===== src/rtl/ace_snoop_pkg.sv =====
// Shared constants and types for the ACE snoop response collector.
// CRRESP bit positions, FSM state encoding and the merged-result flag struct.
package ace_snoop_pkg;

  localparam int CR_DT  = 0;  // DataTransfer
  localparam int CR_ERR = 1;  // Error
  localparam int CR_PD  = 2;  // PassDirty
  localparam int CR_IS  = 3;  // IsShared
  localparam int CR_WU  = 4;  // WasUnique
  localparam int CR_W   = 5;
  localparam int SEL_W  = 8;

  typedef enum logic [1:0] {
    ST_IDLE   = 2'd0,
    ST_ACTIVE = 2'd1,
    ST_DONE   = 2'd2
  } state_e;

  typedef struct packed {
    logic hit;
    logic dirty;
    logic shared;
    logic error;
  } snoop_flags_t;

endpackage


===== src/rtl/ace_snoop_resp_collector_if.sv =====
// Snoop request, AC/CR broadcast and merged-result signals of the collector.
// slave = collector side, master = coherency controller plus snooped masters.
interface ace_snoop_resp_collector_if
  import ace_snoop_pkg::*;
#(
  parameter int NUM_MASTERS = 8,
  parameter int ADDR_WIDTH  = 32
);
  logic                        snoop_req_valid;
  logic                        snoop_req_ready;
  logic [ADDR_WIDTH-1:0]       snoop_req_addr;
  logic [2:0]                  snoop_req_src;
  logic [NUM_MASTERS-1:0]      ac_valid;
  logic [NUM_MASTERS-1:0]      ac_ready;
  logic [ADDR_WIDTH-1:0]       ac_addr;
  logic [NUM_MASTERS-1:0]      cr_valid;
  logic [NUM_MASTERS-1:0]      cr_ready;
  logic [CR_W*NUM_MASTERS-1:0] cr_resp;
  logic [SEL_W-1:0]            mux_sel;
  logic                        result_valid;
  logic                        result_ready;
  logic                        result_hit;
  logic                        result_dirty;
  logic                        result_shared;
  logic                        result_error;
  logic                        timeout;

  modport slave (
    input  snoop_req_valid, snoop_req_addr, snoop_req_src, ac_ready, cr_valid, cr_resp,
           result_ready,
    output snoop_req_ready, ac_valid, ac_addr, cr_ready, mux_sel, result_valid, result_hit,
           result_dirty, result_shared, result_error, timeout
  );

  modport master (
    output snoop_req_valid, snoop_req_addr, snoop_req_src, ac_ready, cr_valid, cr_resp,
           result_ready,
    input  snoop_req_ready, ac_valid, ac_addr, cr_ready, mux_sel, result_valid, result_hit,
           result_dirty, result_shared, result_error, timeout
  );

endinterface


===== src/rtl/ace_snoop_resp_collector_prio_onehot_sel.sv =====
// Lowest-index-first one-hot picker: gnt has only the least significant set bit of req.
module prio_onehot_sel #(
  parameter int W = 8
) (
  input  logic [W-1:0] req,
  output logic [W-1:0] gnt
);

  // Two's complement isolates the lowest set bit.
  assign gnt = req & (~req + W'(1));

endmodule


===== src/rtl/ace_snoop_resp_collector.sv =====
// Broadcasts a snoop to all masters but the requester, merges CR responses, picks a data source.
// Optional response timeout enabled by defining SNOOP_TIMEOUT_EN.
module ace_snoop_resp_collector
  import ace_snoop_pkg::*;
#(
  parameter int NUM_MASTERS    = 8,
  parameter int ADDR_WIDTH     = 32,
  parameter int TIMEOUT_CYCLES = 256
) (
  input logic                       clk,
  input logic                       rst,
  ace_snoop_resp_collector_if.slave sif
);

  localparam int NM = NUM_MASTERS;

  state_e                st_q, st_d;
  logic [NM-1:0]         ac_pend_q, ac_pend_d, cr_pend_q, cr_pend_d;
  logic [NM-1:0]         cand_q, cand_d, req_mask, ac_hs, cr_hs, cr_rdy, sel;
  logic [ADDR_WIDTH-1:0] addr_q, addr_d;
  snoop_flags_t          acc_q, acc_d, res_q;
  logic [SEL_W-1:0]      mux_q, mux_d;
  logic                  rv_q, rv_d, done_ent;

  // CR acceptance only after the master's AC handshake has completed in an earlier cycle.
  assign cr_rdy = cr_pend_q & ~ac_pend_q;
  assign ac_hs  = ac_pend_q & sif.ac_ready;
  assign cr_hs  = cr_rdy & sif.cr_valid;

  prio_onehot_sel #(.W(NM)) u_sel (.req(cand_d), .gnt(sel));

  always_comb begin
    mux_d = '0;
    mux_d[NM-1:0] = sel;
  end

`ifdef SNOOP_TIMEOUT_EN
  localparam int CW = (TIMEOUT_CYCLES > 2) ? $clog2(TIMEOUT_CYCLES) : 1;
  logic [CW-1:0] cnt_q;
  logic          tmo_hit, tmo_fire, to_q;

  assign tmo_hit = (cnt_q == CW'(TIMEOUT_CYCLES - 1)) && !(|ac_hs) && !(|cr_hs);

  always_ff @(posedge clk) begin
    if (rst) begin
      cnt_q <= '0;
      to_q  <= 1'b0;
    end else begin
      to_q <= tmo_fire;
      if (st_q != ST_ACTIVE || |ac_hs || |cr_hs) cnt_q <= '0;
      else                                       cnt_q <= cnt_q + CW'(1);
    end
  end

  assign sif.timeout = to_q;
`else
  localparam int unused_tmo = TIMEOUT_CYCLES;
  assign sif.timeout = 1'b0;
`endif

  always_comb begin
    st_d      = st_q;
    ac_pend_d = ac_pend_q;
    cr_pend_d = cr_pend_q;
    cand_d    = cand_q;
    acc_d     = acc_q;
    addr_d    = addr_q;
    rv_d      = rv_q;
    done_ent  = 1'b0;
`ifdef SNOOP_TIMEOUT_EN
    tmo_fire  = 1'b0;
`endif
    req_mask  = '0;
    for (int i = 0; i < NM; i++) req_mask[i] = (int'(sif.snoop_req_src) != i);

    case (st_q)
      ST_IDLE: begin
        if (sif.snoop_req_valid) begin
          addr_d    = sif.snoop_req_addr;
          ac_pend_d = req_mask;
          cr_pend_d = req_mask;
          cand_d    = '0;
          acc_d     = '0;
          if (req_mask == '0) begin
            st_d     = ST_DONE;
            done_ent = 1'b1;
          end else begin
            st_d = ST_ACTIVE;
          end
        end
      end
      ST_ACTIVE: begin
        ac_pend_d = ac_pend_q & ~ac_hs;
        cr_pend_d = cr_pend_q & ~cr_hs;
        for (int i = 0; i < NM; i++) begin
          if (cr_hs[i]) begin
            acc_d.hit    = acc_d.hit    | (sif.cr_resp[CR_W*i+CR_DT] & ~sif.cr_resp[CR_W*i+CR_ERR]);
            acc_d.dirty  = acc_d.dirty  | sif.cr_resp[CR_W*i+CR_PD];
            acc_d.shared = acc_d.shared | sif.cr_resp[CR_W*i+CR_IS];
            acc_d.error  = acc_d.error  | sif.cr_resp[CR_W*i+CR_ERR];
            cand_d[i]    = sif.cr_resp[CR_W*i+CR_DT] & ~sif.cr_resp[CR_W*i+CR_ERR];
          end
        end
        if (cr_pend_d == '0) begin
          st_d     = ST_DONE;
          done_ent = 1'b1;
        end
`ifdef SNOOP_TIMEOUT_EN
        else if (tmo_hit) begin
          tmo_fire    = 1'b1;
          acc_d.error = 1'b1;
          ac_pend_d   = '0;
          cr_pend_d   = '0;
          st_d        = ST_DONE;
          done_ent    = 1'b1;
        end
`endif
      end
      ST_DONE: begin
        if (sif.result_ready) begin
          st_d = ST_IDLE;
          rv_d = 1'b0;
        end
      end
      default: st_d = ST_IDLE;
    endcase

    if (done_ent) rv_d = 1'b1;
  end

  always_ff @(posedge clk) begin
    if (rst) begin
      st_q      <= ST_IDLE;
      ac_pend_q <= '0;
      cr_pend_q <= '0;
      cand_q    <= '0;
      acc_q     <= '0;
      addr_q    <= '0;
      rv_q      <= 1'b0;
      res_q     <= '0;
      mux_q     <= '0;
    end else begin
      st_q      <= st_d;
      ac_pend_q <= ac_pend_d;
      cr_pend_q <= cr_pend_d;
      cand_q    <= cand_d;
      acc_q     <= acc_d;
      addr_q    <= addr_d;
      rv_q      <= rv_d;
      // Result and select hold until the next completion, even across IDLE.
      if (done_ent) begin
        res_q <= acc_d;
        mux_q <= mux_d;
      end
    end
  end

  logic unused_wu;
  always_comb begin
    unused_wu = 1'b0;
    for (int i = 0; i < NM; i++) unused_wu = unused_wu ^ sif.cr_resp[CR_W*i+CR_WU];
  end

  assign sif.snoop_req_ready = (st_q == ST_IDLE);
  assign sif.ac_valid        = ac_pend_q;
  assign sif.ac_addr         = addr_q;
  assign sif.cr_ready        = cr_rdy;
  assign sif.mux_sel         = mux_q;
  assign sif.result_valid    = rv_q;
  assign sif.result_hit      = res_q.hit;
  assign sif.result_dirty    = res_q.dirty;
  assign sif.result_shared   = res_q.shared;
  assign sif.result_error    = res_q.error;

endmodule


===== src/flat_wrapper.sv =====
// flat-port wrapper written by rule: the top's interface ports become plain ports
module ace_snoop_resp_collector_flat import ace_snoop_pkg::*;
#(
  parameter int NUM_MASTERS    = 8,
  parameter int ADDR_WIDTH     = 32,
  parameter int TIMEOUT_CYCLES = 256
)
  (clk, rst, sif_snoop_req_valid, sif_snoop_req_addr, sif_snoop_req_src, sif_ac_ready, sif_cr_valid, sif_cr_resp, sif_result_ready, sif_snoop_req_ready, sif_ac_valid, sif_ac_addr, sif_cr_ready, sif_mux_sel, sif_result_valid, sif_result_hit, sif_result_dirty, sif_result_shared, sif_result_error, sif_timeout);
  ace_snoop_resp_collector_if #(.NUM_MASTERS(NUM_MASTERS), .ADDR_WIDTH(ADDR_WIDTH)) sif_i ();
  input logic clk;
  input logic rst;
  input wire logic [$bits(sif_i.snoop_req_valid)-1:0] sif_snoop_req_valid;
  input wire logic [$bits(sif_i.snoop_req_addr)-1:0] sif_snoop_req_addr;
  input wire logic [$bits(sif_i.snoop_req_src)-1:0] sif_snoop_req_src;
  input wire logic [$bits(sif_i.ac_ready)-1:0] sif_ac_ready;
  input wire logic [$bits(sif_i.cr_valid)-1:0] sif_cr_valid;
  input wire logic [$bits(sif_i.cr_resp)-1:0] sif_cr_resp;
  input wire logic [$bits(sif_i.result_ready)-1:0] sif_result_ready;
  output wire logic [$bits(sif_i.snoop_req_ready)-1:0] sif_snoop_req_ready;
  output wire logic [$bits(sif_i.ac_valid)-1:0] sif_ac_valid;
  output wire logic [$bits(sif_i.ac_addr)-1:0] sif_ac_addr;
  output wire logic [$bits(sif_i.cr_ready)-1:0] sif_cr_ready;
  output wire logic [$bits(sif_i.mux_sel)-1:0] sif_mux_sel;
  output wire logic [$bits(sif_i.result_valid)-1:0] sif_result_valid;
  output wire logic [$bits(sif_i.result_hit)-1:0] sif_result_hit;
  output wire logic [$bits(sif_i.result_dirty)-1:0] sif_result_dirty;
  output wire logic [$bits(sif_i.result_shared)-1:0] sif_result_shared;
  output wire logic [$bits(sif_i.result_error)-1:0] sif_result_error;
  output wire logic [$bits(sif_i.timeout)-1:0] sif_timeout;
  assign sif_i.snoop_req_valid = sif_snoop_req_valid;
  assign sif_i.snoop_req_addr = sif_snoop_req_addr;
  assign sif_i.snoop_req_src = sif_snoop_req_src;
  assign sif_i.ac_ready = sif_ac_ready;
  assign sif_i.cr_valid = sif_cr_valid;
  assign sif_i.cr_resp = sif_cr_resp;
  assign sif_i.result_ready = sif_result_ready;
  assign sif_snoop_req_ready = sif_i.snoop_req_ready;
  assign sif_ac_valid = sif_i.ac_valid;
  assign sif_ac_addr = sif_i.ac_addr;
  assign sif_cr_ready = sif_i.cr_ready;
  assign sif_mux_sel = sif_i.mux_sel;
  assign sif_result_valid = sif_i.result_valid;
  assign sif_result_hit = sif_i.result_hit;
  assign sif_result_dirty = sif_i.result_dirty;
  assign sif_result_shared = sif_i.result_shared;
  assign sif_result_error = sif_i.result_error;
  assign sif_timeout = sif_i.timeout;
  ace_snoop_resp_collector #(.NUM_MASTERS(NUM_MASTERS), .ADDR_WIDTH(ADDR_WIDTH), .TIMEOUT_CYCLES(TIMEOUT_CYCLES)) u_core (.clk(clk), .rst(rst), .sif(sif_i));
endmodule

===== config.mk =====
export PLATFORM = sky130hd
export DESIGN_NAME = ace_snoop_resp_collector_flat
export DESIGN_NICKNAME = d
export VERILOG_FILES = /design/src/rtl/ace_snoop_pkg.sv /design/src/rtl/ace_snoop_resp_collector_if.sv /design/src/rtl/ace_snoop_resp_collector_prio_onehot_sel.sv /design/src/rtl/ace_snoop_resp_collector.sv /design/src/flat_wrapper.sv
export SDC_FILE = /design/constraint.sdc
export NUM_CORES = 1
export LEC_CHECK = 0
export ABC_AREA = 1
export CAP_MARGIN = 20
export CORE_MARGIN = 4
export CORE_UTILIZATION = 30
export CTS_CLUSTER_DIAMETER = 60
export CTS_CLUSTER_SIZE = 16
export DETAILED_ROUTE_END_ITERATION = 8
export DONT_BUFFER_PORTS = 1
export GPL_TIMING_DRIVEN = 0
export PLACE_DENSITY = 0.47
export SYNTH_ARGS = -nofsm -noshare
export SYNTH_HDL_FRONTEND = slang
export SYNTH_SLANG_ARGS = --single-unit

===== constraint.sdc =====
create_clock -name clk -period 1.8 [get_ports clk]
set_input_delay 0.36 -clock clk [delete_from_list [all_inputs] [get_ports clk]]
set_output_delay 0.36 -clock clk [all_outputs]
set_load 0.01 [all_outputs]

### Word-level counts from Yosys, hierarchy flattened

Index checks and enable logic that the tools add are counted.

| cells by class | value |
|---|---|
| mux-type cells | 42 |
| bitwise gates (word level) | 58 |
| add/sub/neg operators | 1 |
| equal/unequal tests | 12 |
| reduce and logical (&&, ||, !) cells | 11 |

Operator list:

| cell | number |
|---|---|
| 2-to-1 mux 4 bit | 16 |
| AND 8 bit | 6 |
| one-hot mux 8 bit (2 select lines) | 3 |
| inverter 8 bit | 4 |
| bitwise OR 1 bit | 32 |
| zero test 8 bit | 2 |
| 2-to-1 mux 8 bit | 2 |
| 2-to-1 mux 1 bit | 14 |
| != test 3 bit, second input constant | 4 |
| adder 8 x 1 -> 8 bit, second input constant | 1 |
| AND 1 bit | 8 |
| 2-to-1 mux 2 bit | 4 |
| inverter 1 bit | 8 |
| one-hot mux 4 bit (2 select lines) | 1 |
| != test 3 x 2 -> 1 bit, second input constant | 2 |
| one-hot mux 2 bit (3 select lines) | 1 |
| AND reduction 2 bit | 3 |
| nonzero test 2 bit | 3 |
| != test 2 bit, second input constant | 2 |
| != test 3 x 1 -> 1 bit, second input constant | 1 |
| AND reduction 3 bit | 1 |
| nonzero test 3 bit | 1 |
| == test 2 x 1 -> 1 bit, second input constant | 1 |
| == test 2 bit, second input constant | 1 |
| other kinds (3) | 3 |

| storage, ports and cells | value |
|---|---|
| output and inout port bits | 63 |
| input bits | 95 |
| word-level logic and storage cells | 139 |
| register bits | 75 |

### Logic depth before layout (Yosys ltp)

| logic depth | value |
|---|---|
| depth in word-level cells | 26 |
| depth in mapped cells | 12 |
| gate-level depth less buffers | 11 |

### Cells and area by module

A second synthesis with hierarchy kept.

| unflattened totals | value |
|---|---|
| cell total of the unflattened synthesis | 551 |
| area, all modules | 3653.5 sq um |

Modules (own cells, without submodules):

| module | area each (sq um) | times used | cells an instance | sequential area each (sq um) |
|---|---|---|---|---|
| ace_snoop_resp_collector | 3562.2 | 1 | 531 | 1501.4 |
| prio_onehot_sel | 91.3 | 1 | 20 | 0.0 |

### Least setup slack after synthesis

OpenSTA, ideal clock, no wires.

| timing path | value |
|---|---|
| kind | reg2reg |
| from | register u_core.ac_pend_q[7] (netlist: u_core.sif.ac_valid[7]) |
| to | register u_core.mux_q[4] (netlist: u_core.sif.mux_sel[4]) |
| required time | 1.683 ns |
| stages on the path, launching flop included | 10 |
| path buffers | 1 |
| library setup time | 0.117 ns |
| data arrival time | 1.345 ns |
| path slack | 0.338 ns |
| cells stage by stage | dfxtp_1 > nor2_2 > nand2_2 > nand2_1 > nand2_1 > nor2_2 > nand3_2 > clkbuf_1 > a21oi_1 > nor2_1 |

| between the ends | value |
|---|---|
| word-level cells in the longest chain between the ends | 8 |

Ends and longest elaborated chain:

| element | line | RTL |
|---|---|---|
| start: declaration | ace_snoop_resp_collector.sv:18 | `logic [NM-1:0] ac_pend_q, ac_pend_d, cr_pend_q, cr_pend_d;` |
| start signal: assignment | ace_snoop_resp_collector.sv:144 | `ac_pend_q <= ac_pend_d;` |
| inverter 8 bit | ace_snoop_resp_collector.sv:26 | `assign cr_rdy = cr_pend_q & ~ac_pend_q;` |
| AND 8 bit | ace_snoop_resp_collector.sv:26 |  |
| named net sif_cr_ready[7] | flat_wrapper.sv:22 | `output wire logic [$bits(sif_i.cr_ready)-1:0] sif_cr_ready;` |
| AND 8 bit | ace_snoop_resp_collector.sv:28 | `assign cr_hs = cr_rdy & sif.cr_valid;` |
| inverter 8 bit | ace_snoop_resp_collector.sv:94 | `cr_pend_d = cr_pend_q & ~cr_hs;` |
| AND 8 bit | ace_snoop_resp_collector.sv:94 |  |
| zero test 8 bit | ace_snoop_resp_collector.sv:104 | `if (cr_pend_d == '0) begin` |
| 2-to-1 mux 1 bit | ace_snoop_resp_collector.sv:104 |  |
| one-hot mux 1 bit (2 select lines) | ace_snoop_resp_collector.sv:76 | `case (st_q)` |
| end signal: assignment | ace_snoop_resp_collector.sv:153 | `mux_q <= mux_d;` |
| end: declaration | ace_snoop_resp_collector.sv:22 | `logic [SEL_W-1:0] mux_q, mux_d;` |

The timed path passes the listed nets, and every way through them passes these cells.
A chain may end at the register's enable or synchronous reset.

### Worst setup path after layout

| timing path | value |
|---|---|
| from | register u_core.st_q[0] |
| to | register u_core.res_q (netlist bit u_core.sif.result_error) |

| between the ends | value |
|---|---|
| word-level cells in the longest chain between the ends | 2 |
| elaborated cells between the ends (all ways) | 4 |

Ends and longest elaborated chain:

| element | line | RTL |
|---|---|---|
| start: declaration | ace_snoop_resp_collector.sv:17 | `state_e st_q, st_d;` |
| start signal: assignment | ace_snoop_resp_collector.sv:143 | `st_q <= st_d;` |
| == test 2 x 1 -> 1 bit or zero test 2 bit (tied branches) | ace_snoop_resp_collector.sv:76 |  |
| one-hot mux 4 bit (2 select lines) or one-hot mux 1 bit (2 select lines) (tied branches) | ace_snoop_resp_collector.sv:76 |  |
| end signal: assignment | ace_snoop_resp_collector.sv:140 | `res_q <= '0;` |
| end signal: assignment | ace_snoop_resp_collector.sv:152 | `res_q <= acc_d;` |
| end: declaration | ace_snoop_resp_collector.sv:21 | `snoop_flags_t acc_q, acc_d, res_q;` |

Several ways; a longest one is shown, not always the timed one.

==> summary.md <==
| Metric | Value |
|---|---|
| Outcome | finished, final reports clean |
| Setup CP Type | register to register |
| Syn nets | slightly below 600 |
| Dpl hpwl | 8722 um |
| Pleak | 1.660 nW |
| Post-route DRC violation count | 0 |
| H-Tree Depth | 3 |
| Clock root cell | clkbuf_16 |
| Clock Skew | around 0.0063 ns |
| Clock transition at the registers of the reported paths | roughly 0.060 ns |
| Iter 0 DRT Violations | roughly 170 |
| Hold_buf cts | 0 |
| Synth warnings | 0 |
| Flip-flop and latch area | around 1500 um2 |
| Chip Height | approximately 110 um |
| Final cell count without fillers | between 600 and 700 |
| IO Pins | roughly 160 |
| Fill cell count | roughly 1200 |
| Layout Nets | 604 |
| Largest net degree at the start of global routing | 12 |
| Initial antenna violation count | 0 |
| Unrepaired setup endpoints after global routing | false |
| Total grt overflow | 0 |
| Vias | approximately 3300 |
| Min setup slack post-route | about 0.16 ns |
| Avg Synthesized Cell Area | 6.974 um2 |
| Finished Core Util | 0.3618 |
| GPL Wtd Cong | between 0.8 and 0.9 |
| Vias in the first global route | approximately 3200 |
| Hold Fails Final Rpt | 0 |
| Most common cell after layout, fill and taps aside | nor2_1 |
| Hold crit path type | input port to register |
| Core outline area | about 11000 um2 |
| GRT busiest layer | met2 |
| Starting Density | 0.3111 |
| Sequential-to-total area share from yosys stat | 0.4394 |
| Wirelength per Cell | approximately 17 um |
| Area grow syn2layout | 16.29% |
| Worst slack, placed | -0.1900 ns |
| Critical path peak fanout | 10 |
| Ys flop type | dfxtp_1 |
| First-pass GRT wire length | roughly 17000 um |
| Mapped cell area | about 3400 um2 |
| Met2 usage | 0.2736 |
| Worst Max-Slew Pin Slew | 0.5757 ns |
| CP Data Arrival Time | roughly 1.9 ns |
| Asr flop ratio synth | 0 |
| Final WL | 11320 um |
| Die span in x | 114.7 um |
| Tot Pwr | 4.441 mW |
| Post-synthesis register bit count | 75 |
| Distinct cells, synth | 34 |
| Grt met3 use | 0.05180 |
| Diodes inserted | 0 |
| CP startpoint kind | register |
| Rows | 38 |
| Final ANT Viol Nets | 0 |
| Global-route met1 utilization | 0.2188 |
| CTS tree | yes |
| Most frequent cells in the layout | 102 x nor2_1, 81 x nand2_1, 73 x dfxtp_1 |
| CTS buffer count | 9 |
| Die area | approximately 13000 um2 |
| Slew HR | 0.6127 |
| Cells after DPL | 630 |
| Max cap viols | 0 |
| Max clock buf depth | 2 |
| Area of the multi-input gates | 1680 um2 |
| Max VDD drop | around 600 uV |
| Drt via density | approximately 5 |
| Critical Path RT | just over 2 ns |
| PwrDens | roughly 1100 nW/um2 |
| Min cycle time layout | roughly 1.6 ns |
| Global Route Usage Sum | 0.1705 |
| Fin Hold WS | about 0.20 ns |
| Fmax | 609.2 MHz |
| Clk Latency, worst-skew pair | 0.33 ns |
| Mapped Cells | 490 |
| Worst setup EP type | register |
| Clock sinks | 75 |
| Layout cells sized above 1 | 0.1170 |
| PortBufs | 0 |
| 1st-pass router iterations | 4 |
| Final slew viol count | 0 |
| EDFF count, synth | 0 |
| Setup-failing EPs final | 0 |
| Tcrit/Tclk final | 0.9119 |
[metal layers]
metal	vias to the layer above	wire length, um	part of all wire
li1	1639	-	-
met1	1504	4918	0.43
met2	117	5190	0.46
met3	13	1051	0.093
met4	0	160	0.014
met5	-	0	0
[registers in the layout, summed over array words and instances, names as in the netlist]
register                  count
u_core.sif.mux_sel            8
u_core.st_q                   2
u_core.acc_q                  4
u_core.sif.result_hit         1
u_core.cr_pend_q              8
u_core.sif.result_shared      1
u_core.sif.result_error       1
u_core.sif.ac_valid           8
u_core.sif.ac_addr           32
u_core.sif.result_valid       1
u_core.cand_q                 8
u_core.sif.result_dirty       1
[synth_stat cells (6+ instances only)]
master,n,share of area
inv_1,40,0.044
o21ai_0,48,0.070
nand3_1,34,0.050
a21oi_1,18,0.026
dfxtp_1,75,0.44
a211oi_1,9,0.020
nor2_1,105,0.12
nand4_1,7,0.013
nand2_1,82,0.090
inv_2,6,0.0066
clkbuf_1,15,0.016
[where the power goes]
| part | leakage [nW] | internal [mW] | switching [mW] | total, mW |
|---|---|---|---|---|
| Clock | 0.126 | 0.963 | 0.678 | 1.64 |
| Sequential | 0.618 | 1.82 | 0.181 | 2.00 |
| Combinational | 0.917 | 0.269 | 0.532 | 0.801 |
| Total | 1.66 | 3.05 | 1.39 | 4.44 |
[through the flow]
| step | setup TNS [ns] | area (um2) |
|---|---|---|
| 5_1_grt | 0 | 3974 |
| 4_1_cts | 0 | 3864 |
| 6_report | 0 | 3974 |
| 2_1_floorplan | 0 | 3417 |
| 3_3_place_gp | -2.063 | 3592 |
| 3_5_place_dp | -2.255 | 3592 |
[worst paths after layout]
path / startpoint / to / slack [ns] / cells past startpoint
worst max-delay path: u_core.st_q[0]$_SDFFE_PP0P_ / u_core.sif.result_error$_SDFFE_PP0P_ / 0.16 / 8
worst min-delay path: sif_snoop_req_addr[13] / u_core.sif.ac_addr[13]$_SDFFE_PP0P_ / 0.20 / 2
worst max register to register: u_core.st_q[0]$_SDFFE_PP0P_ / u_core.sif.result_error$_SDFFE_PP0P_ / 0.16 / 8
worst min register to register: u_core.acc_q[0]$_SDFF_PP0_ / u_core.acc_q[0]$_SDFF_PP0_ / 0.47 / 2
[kinds of logic (layout without fill, tap and decap cells)]
group	Yosys count	in the layout	synth area share
other	1	1	0.001097
AOI/OAI and AO/OA	94	94	0.1545
DFF	75	75	0.4394
and+or+nand+nor	251	251	0.3222
buffers and inverters	69	92	0.08275
[worst max-delay path, stage by stage (launching register included)]
cell and delay, ns:
dfxtp_1 0.43, inv_2 0.09, nor2_4 0.23, buf_2 0.29
buf_4 0.25, nand2_1 0.12, nand2_1 0.07, nor2_1 0.04
nor2_1 0.07
[cell type report]
type	instances	share of cell area
Multi-Input combinational cell	346	0.4229
Sequential cell	75	0.3785
Clock buffer	13	0.06297
Tap cell	140	0.04408
Inverter	46	0.04345
Buffer	23	0.02991
Timing Repair Buffer	8	0.01511
Clock inverter	2	0.003149
[what timing repair did]
action                     CTS  global route
setup endpoints to repair   12            23
buffers inserted             0             8
pin swaps                    0             5
resized for setup            3            17
No activity file was read; power rests on OpenSTA's default activity.
